[src/rtl/camera_controller.sv]
`default_nettype none
// ============================================================================
// camera_controller
// Turns left/right button presses into the seven-state camera view sequence,
// with frame-paced transition states and an animation frame index.
// Revision: 1.0
// ============================================================================
module camera_controller #(
    parameter int FRAME_CYCLES = 3125000
) (
    input  logic       clk,
    input  logic       rst_n,
    input  logic       game_active,
    input  logic       btn_left,
    input  logic       btn_right,
    output logic [2:0] camera_view,
    output logic       turning,
    output logic [1:0] turn_frame,
    output logic       view_settled
);

    localparam int CNT_W = (FRAME_CYCLES > 1) ? $clog2(FRAME_CYCLES) : 1;
    localparam logic [CNT_W-1:0] CNT_LAST = CNT_W'(FRAME_CYCLES - 1);

    localparam logic [2:0] ST_FWD   = 3'b001;
    localparam logic [2:0] ST_FTOL  = 3'b010;
    localparam logic [2:0] ST_LEFT  = 3'b011;
    localparam logic [2:0] ST_LTOF  = 3'b100;
    localparam logic [2:0] ST_FTOR  = 3'b101;
    localparam logic [2:0] ST_RIGHT = 3'b110;
    localparam logic [2:0] ST_RTOF  = 3'b111;

    logic [2:0]       state_q, state_d;
    logic [CNT_W-1:0] frame_cnt_q, frame_cnt_d;
    logic [1:0]       turn_frame_q, turn_frame_d;
    logic             turning_q, turning_d;
    logic             settled_q, settled_d;
    logic             btn_left_q, btn_right_q;

    logic             press_l, press_r;
    logic             is_trans;
    logic [2:0]       dest;

    always_comb begin
        // Simultaneous rising edges cancel each other out.
        press_l = btn_left  & ~btn_left_q  & ~(btn_right & ~btn_right_q);
        press_r = btn_right & ~btn_right_q & ~(btn_left  & ~btn_left_q);

        is_trans = 1'b0;
        dest     = ST_FWD;
        case (state_q)
            ST_FTOL: begin is_trans = 1'b1; dest = ST_LEFT;  end
            ST_LTOF: begin is_trans = 1'b1; dest = ST_FWD;   end
            ST_FTOR: begin is_trans = 1'b1; dest = ST_RIGHT; end
            ST_RTOF: begin is_trans = 1'b1; dest = ST_FWD;   end
            default: begin is_trans = 1'b0; dest = ST_FWD;   end
        endcase

        state_d      = state_q;
        frame_cnt_d  = frame_cnt_q;
        turn_frame_d = turn_frame_q;
        turning_d    = turning_q;
        settled_d    = 1'b0;

        if (!game_active) begin
            state_d      = ST_FWD;
            frame_cnt_d  = '0;
            turn_frame_d = 2'd0;
            turning_d    = 1'b0;
        end else if (is_trans) begin
            if (frame_cnt_q == CNT_LAST) begin
                frame_cnt_d = '0;
                if (turn_frame_q == 2'd3) begin
                    state_d      = dest;
                    turn_frame_d = 2'd0;
                    turning_d    = 1'b0;
                    settled_d    = 1'b1;
                end else begin
                    turn_frame_d = turn_frame_q + 2'd1;
                end
            end else begin
                frame_cnt_d = frame_cnt_q + 1'b1;
            end
        end else begin
            frame_cnt_d  = '0;
            turn_frame_d = 2'd0;
            turning_d    = 1'b0;
            case (state_q)
                ST_FWD: begin
                    if (press_l) begin
                        state_d   = ST_FTOL;
                        turning_d = 1'b1;
                    end else if (press_r) begin
                        state_d   = ST_FTOR;
                        turning_d = 1'b1;
                    end
                end
                ST_LEFT: begin
                    if (press_r) begin
                        state_d   = ST_LTOF;
                        turning_d = 1'b1;
                    end
                end
                ST_RIGHT: begin
                    if (press_l) begin
                        state_d   = ST_RTOF;
                        turning_d = 1'b1;
                    end
                end
                default: state_d = ST_FWD;
            endcase
        end
    end

    always_ff @(posedge clk) begin
        if (!rst_n) begin
            state_q      <= ST_FWD;
            frame_cnt_q  <= '0;
            turn_frame_q <= 2'd0;
            turning_q    <= 1'b0;
            settled_q    <= 1'b0;
            btn_left_q   <= 1'b1;
            btn_right_q  <= 1'b1;
        end else begin
            state_q      <= state_d;
            frame_cnt_q  <= frame_cnt_d;
            turn_frame_q <= turn_frame_d;
            turning_q    <= turning_d;
            settled_q    <= settled_d;
            btn_left_q   <= btn_left;
            btn_right_q  <= btn_right;
        end
    end

    assign camera_view  = state_q;
    assign turning      = turning_q;
    assign turn_frame   = turn_frame_q;
    assign view_settled = settled_q;

endmodule
`default_nettype wire

[config.mk]
export PLATFORM = sky130hd
export DESIGN_NAME = camera_controller
export DESIGN_NICKNAME = d
export VERILOG_FILES = /design/src/rtl/camera_controller.sv
export SDC_FILE = /design/constraint.sdc
export NUM_CORES = 1
export LEC_CHECK = 0
export ABC_AREA = 1
export CORE_MARGIN = 10
export CORE_UTILIZATION = 54
export CTS_CLUSTER_SIZE = 40
export DETAILED_ROUTE_END_ITERATION = 7
export PLACE_DENSITY = 0.73
export SLEW_MARGIN = 20
export SYNTH_ARGS = -nofsm -noshare
export SYNTH_HDL_FRONTEND = slang
export SYNTH_SLANG_ARGS = --single-unit
[constraint.sdc]
create_clock -name clk -period 2.4 [get_ports clk]
set_input_delay 0.36 -clock clk [delete_from_list [all_inputs] [get_ports clk]]
set_output_delay 0.36 -clock clk [all_outputs]
set_load 0.1 [all_outputs]
# == Yosys cells after proc, flatten, opt, wreduce, memory -nomap -nowiden ==
# Cells that the tools add are included.
# classes
addsub,2
eq_ne,14
mux,19
n_bitwise,11
n_reduce_logical,7
# op_table
cell,count
"adder 22 x 1 -> 22 bit, second input constant",1
"== test 22 bit, second input constant",1
2-to-1 mux 3 bit,7
"== test 3 bit, second input constant",4
one-hot mux 3 bit (3 select lines),1
2-to-1 mux 1 bit,8
OR reduction 4 bit,2
inverter 1 bit,7
"== test 3 x 2 -> 1 bit, second input constant",2
"!= test 3 bit, second input constant",2
one-hot mux 3 bit (2 select lines),1
AND reduction 5 bit,1
AND 1 bit,4
"!= test 2 x 1 -> 1 bit, second input constant",2
"!= test 4 bit, second input constant",1
AND reduction 2 bit,2
AND reduction 4 bit,1
"== test 3 x 1 -> 1 bit, second input constant",1
one-hot mux 1 bit (3 select lines),1
AND reduction 3 bit,1
"adder 2 x 1 -> 2 bit, second input constant",1
"== test 2 bit, second input constant",1
2-to-1 mux 2 bit,1
# totals
ff_bits,31
output_inout_bits,7
word_cells,60

# == Depth between registers and ports, before layout ==
# logic_depth
depth_word,8
ltp_mapped,11
mapped_depth_nobuf,11

# == Least setup slack after synthesis ==
# OpenSTA, ideal clock, no wires.
# synth_timing
kind,reg-to-reg
startpoint,"register state_q[1], in the netlist camera_view[1]"
endpoint,"register state_q[0], in the netlist camera_view[0]"
setup_ps,125
arrival_time_ps,1986
required_time_ps,2275
setup_slack_ps,289
path_stages_with_launch,10
path_buffers,0
synth_period_minus_slack_ps,2111
cell_sequence,dfxtp_1 inv_1 nor2_2 nand2_1 nand2_2 inv_1 nand2_2 nand3_2 nand2_1 nand3_1
# synth_via
elab_chain_cells,5
word_cells_on_any_way,20
# synth_rtl
element,line_no,rtl
from (decl),33,"logic [2:0] state_q, state_d;"
from (signal assigned),125,state_q <= state_d;
== test 3 bit or == test 3 x 2 -> 1 bit (tied branches),51,case (state_q)
OR reduction 4 bit (no source line) or one-hot mux 3 bit (2 select lines) (tied branches),n/a,
2-to-1 mux 1 bit or 2-to-1 mux 3 bit (tied branches),"51, 73",
!= test 4 bit (no source line) (tied with other cells),n/a,
AND reduction 5 bit (no source line) or 2-to-1 mux 3 bit (tied branches),n/a,
# Parallel ways exist; a longest one is shown, timed or not. The select of a mux whose other input is x is not followed.
# A chain may end at the register's enable or synchronous reset.

# == Worst setup path after layout ==
# layout_timing
startpoint,input port btn_right
endpoint,"register state_q[2], in the netlist camera_view[2]"
# layout_via
elab_chain_cells,6
word_cells_on_any_way,11
# layout_rtl
element,line_no,rtl
from (decl),15,"input logic btn_right,"
AND 1 bit *,"46, 47",
inverter 1 bit,46,press_l = btn_left & ~btn_left_q & ~(btn_right & ~btn_right_q);
AND 1 bit,46,
2-to-1 mux 3 bit,90,if (press_l) begin
one-hot mux 3 bit (3 select lines),88,case (state_q)
2-to-1 mux 3 bit,70,end else if (is_trans) begin
# Mark *: on every way between the ends. The rest lies on a longest branch, timed or not.

==> metrics.txt <==
endpoints failing setup=0; Sw Pwr=0.336 mW; via count=1591; hold depth=1; Hold Buf Count CTS=0; top cells by area, synth=dfxtp_1 (35%), nand2_1 (11%), nor2_1 (9.3%); Die Span X=77.3 um; Clock power frac=31.4%; Nets=280; Crit path largest cell delay=0.45 ns; GR Overflow Total=0; Die Area=~6000 um^2; DP HPWL=around 2900 um; vias in the first global route=about 1500; leakage power=0.713 nW; Sw Ratio=around 30%; Worst Hold Class=reg -> reg; xor/xnor share of the synthesized area=4.94%; Period minus WS final=roughly 1.8 ns; met1 Resource Use GR=17.5%; Post-CTS Setup Repair Bufs=0; initial antenna violation count=0; row count=20; Synth Cell Area=1770 um^2; max-slew violation count=0; unrepaired setup endpoints after global routing=false; CP startpoint=btn_right; num ports=12; gate count of the mapped netlist=256; Avg Cell Area, Syn=6.92 um^2; Final period util=76.7%; layout cells sized above 1=16.2%; reg2reg setup slack=0.71 ns; Routed Antenna Nets=0; CTS tree=yes; CTS Buf Count=5; CP max-delay cell=clkdlybuf4s50_1; Reg clk slew, reported paths=0.09 ns; Mapped Nets=265; area grow syn2layout=10.9%; Setup CP Type=in -> reg; clk sinks=31; pwr dens=556 nW/um^2; Cell Int Power=around 0.76 mW; Tot GR Track Use=between 10% and 20%; Seq/Total Area, Yosys=35.0%; Initial Util=57.1%; GRT Max-Usage Layer=met2; Worst Skew=0.00567 ns; crit end category=flip-flop; Final GP Congestion=0.852; Tot Pwr=1.09 mW; FMAX=543 MHz; final-report hold violation count=0; status=finished, final reports clean; Die Height=approximately 77 um; CP Max Fanout=4; Routed Wire Length=3820 um; Hold Crit Start=frame_cnt_q[0]; Final Util=a little over three fifths; Synth Area in Compound Gates=under 10%; post-synth top area share=35.0%; CP Cell Sequence=clkdlybuf4s50_1 -> inv_1 -> nor2_1 -> inv_1 -> ha_1 -> nand4_1 -> o21ai_0 -> nor2_1 -> nand3_2 -> nand2_1 -> inv_1 -> nor2_1; Synth Area in Adders=2.82%; FF+latch count, synth=31; Root Buffer=clkbuf_4; Comb pwr share=19.4%; First DRT Iteration DRCs=between 100 and 150; Initial DRT Pass Iterations=5; crit start category=primary input; number of remaining DRC errors=0; Least-Margin Pin Slew=0.442 ns; vias per cell=5.03; crit path DAT=2.12 ns; met2 Use GR=18.8%; mux cell area share after synthesis=0%; Yosys warnings=0; sequential power share=around 50%; Synth area leader=dfxtp_1; total of max-cap violations=0; post-cts sizing count=0; R2R depth=8; wire per inst=between 10 and 15 um; diode count=0; CORE AREA=slightly above 3000 um^2; I/O Buffers=11; Longest Clk Path Bufs=2; peak supply drop=349 uV; CTS H-tree lvls=2; Skew-Pair Late Insertion Delay=roughly 0.33 ns; FF-to-FF Start=frame_cnt_q[0]; distinct cell type count after synthesis=27; first-pass GRT wire length=6440 um; Max transition margin=70.4%; largest net degree at the start of global routing=23; post-synthesis simple-gate area fraction=about 43%; WP data required=2.67 ns; main combinational cell family by area after synthesis=simple AND/OR/NAND/NOR gates; global routing usage on met3=3.85%; setup TNS=0 ns
layout by cell type, fill, tap and decap left out:
master and instances:
ha_1 4, nand2_2 10, clkbuf_4 5, clkbuf_1 1
a211oi_1 1, clkbuf_8 2, nor4_1 4, inv_2 5
or2_0 1, nand3b_1 2, dfxtp_1 31, a31oi_1 1
clkdlybuf4s50_1 4, nor2_4 3, nand3_1 10, buf_4 7
nor3_1 4, xor2_1 6, nor2_1 44, nand3_2 2
nor3_2 5, nand4_1 14, nor3b_2 1, nor2_2 4
a21oi_1 14, nand2_1 51, o21ai_0 2, inv_1 30
xnor2_1 4
power groups by stage:
stage	logic (mW)	registers, mW	clock network (mW)
floorplan	0.110	0.607	0
global placement	0.207	0.549	0
detailed placement	0.211	0.549	0
CTS	0.212	0.537	0.354
global route	0.230	0.539	0.374
finish	0.212	0.538	0.343
sequential cells by signal (all words and copies together) (netlist names):
name          flops
turn_frame        2
frame_cnt_q      22
btn_right_q       1
btn_left_q        1
turning           1
camera_view       3
view_settled      1
synth_stat cells:
library cell	count
buf_6	1
nand3b_1	2
nand3_1	10
inv_2	5
or2_0	1
nor3b_2	1
dfxtp_1	31
nor2_2	4
inv_1	30
xor2_1	6
buf_2	1
a21oi_1	14
buf_4	1
nor2_4	3
a31oi_1	1
nor2_1	44
nand3_2	2
nand2_2	10
nand2_1	51
o21ai_0	2
ha_1	4
xnor2_1	4
nor3_2	5
nand4_1	14
a211oi_1	1
nor4_1	4
nor3_1	4
through the flow:
| step | instances | worst slack [ns] | hold WS (ns) | cell area, um^2 |
|---|---|---|---|---|
| 2_1_floorplan | 256 | 0.289 | 0.418 | 1770 |
| 3_3_place_gp | 308 | 0.317 | 0.435 | 1900 |
| 3_5_place_dp | 308 | 0.213 | 0.442 | 1900 |
| 4_1_cts | 316 | 0.570 | 0.461 | 1960 |
| 5_1_grt | 316 | 0.346 | 0.494 | 1960 |
| 6_report | 316 | 0.559 | 0.457 | 1960 |
cell families (layout without fill, tap and decap cells):
family	Yosys count	count (layout)
fa+ha+maj	4	4
buf+inv	38	54
xor+xnor	10	10
flops	31	31
simple gates	155	155
compound gates	18	18
layer usage:
layer	share of wire [%]	routed length, um	up-vias
met2	42	1590	35
met1	50	1930	693
met3	6.5	248	5
li1	-	-	858
met5	0	0	-
met4	1.3	48	0
cell type report:
type | instances | area, um^2
clock buffer | 8 | 68.8
sequential | 31 | 621
timing repair buffer | 11 | 92.6
tap | 44 | 55.1
multi-input combinational | 187 | 996
inverter | 35 | 131
fill | 314 | 1140
final timing paths:
| check | end |
|---|---|
| worst max register to register | frame_cnt_q[13] |
| worst min register to register | frame_cnt_q[0] |
| worst min-delay path | frame_cnt_q[0] |
| worst max-delay path | camera_view[2] |
worst max-delay path, delay by kind of cell:
kind | cells | cell delay (ns)
and+or+nand+nor | 6 | 0.79
AOI/OAI and AO/OA | 1 | 0.08
buffers and inverters | 4 | 0.59
adders and majority gates | 1 | 0.29
(Power assumes the default switching activity.)
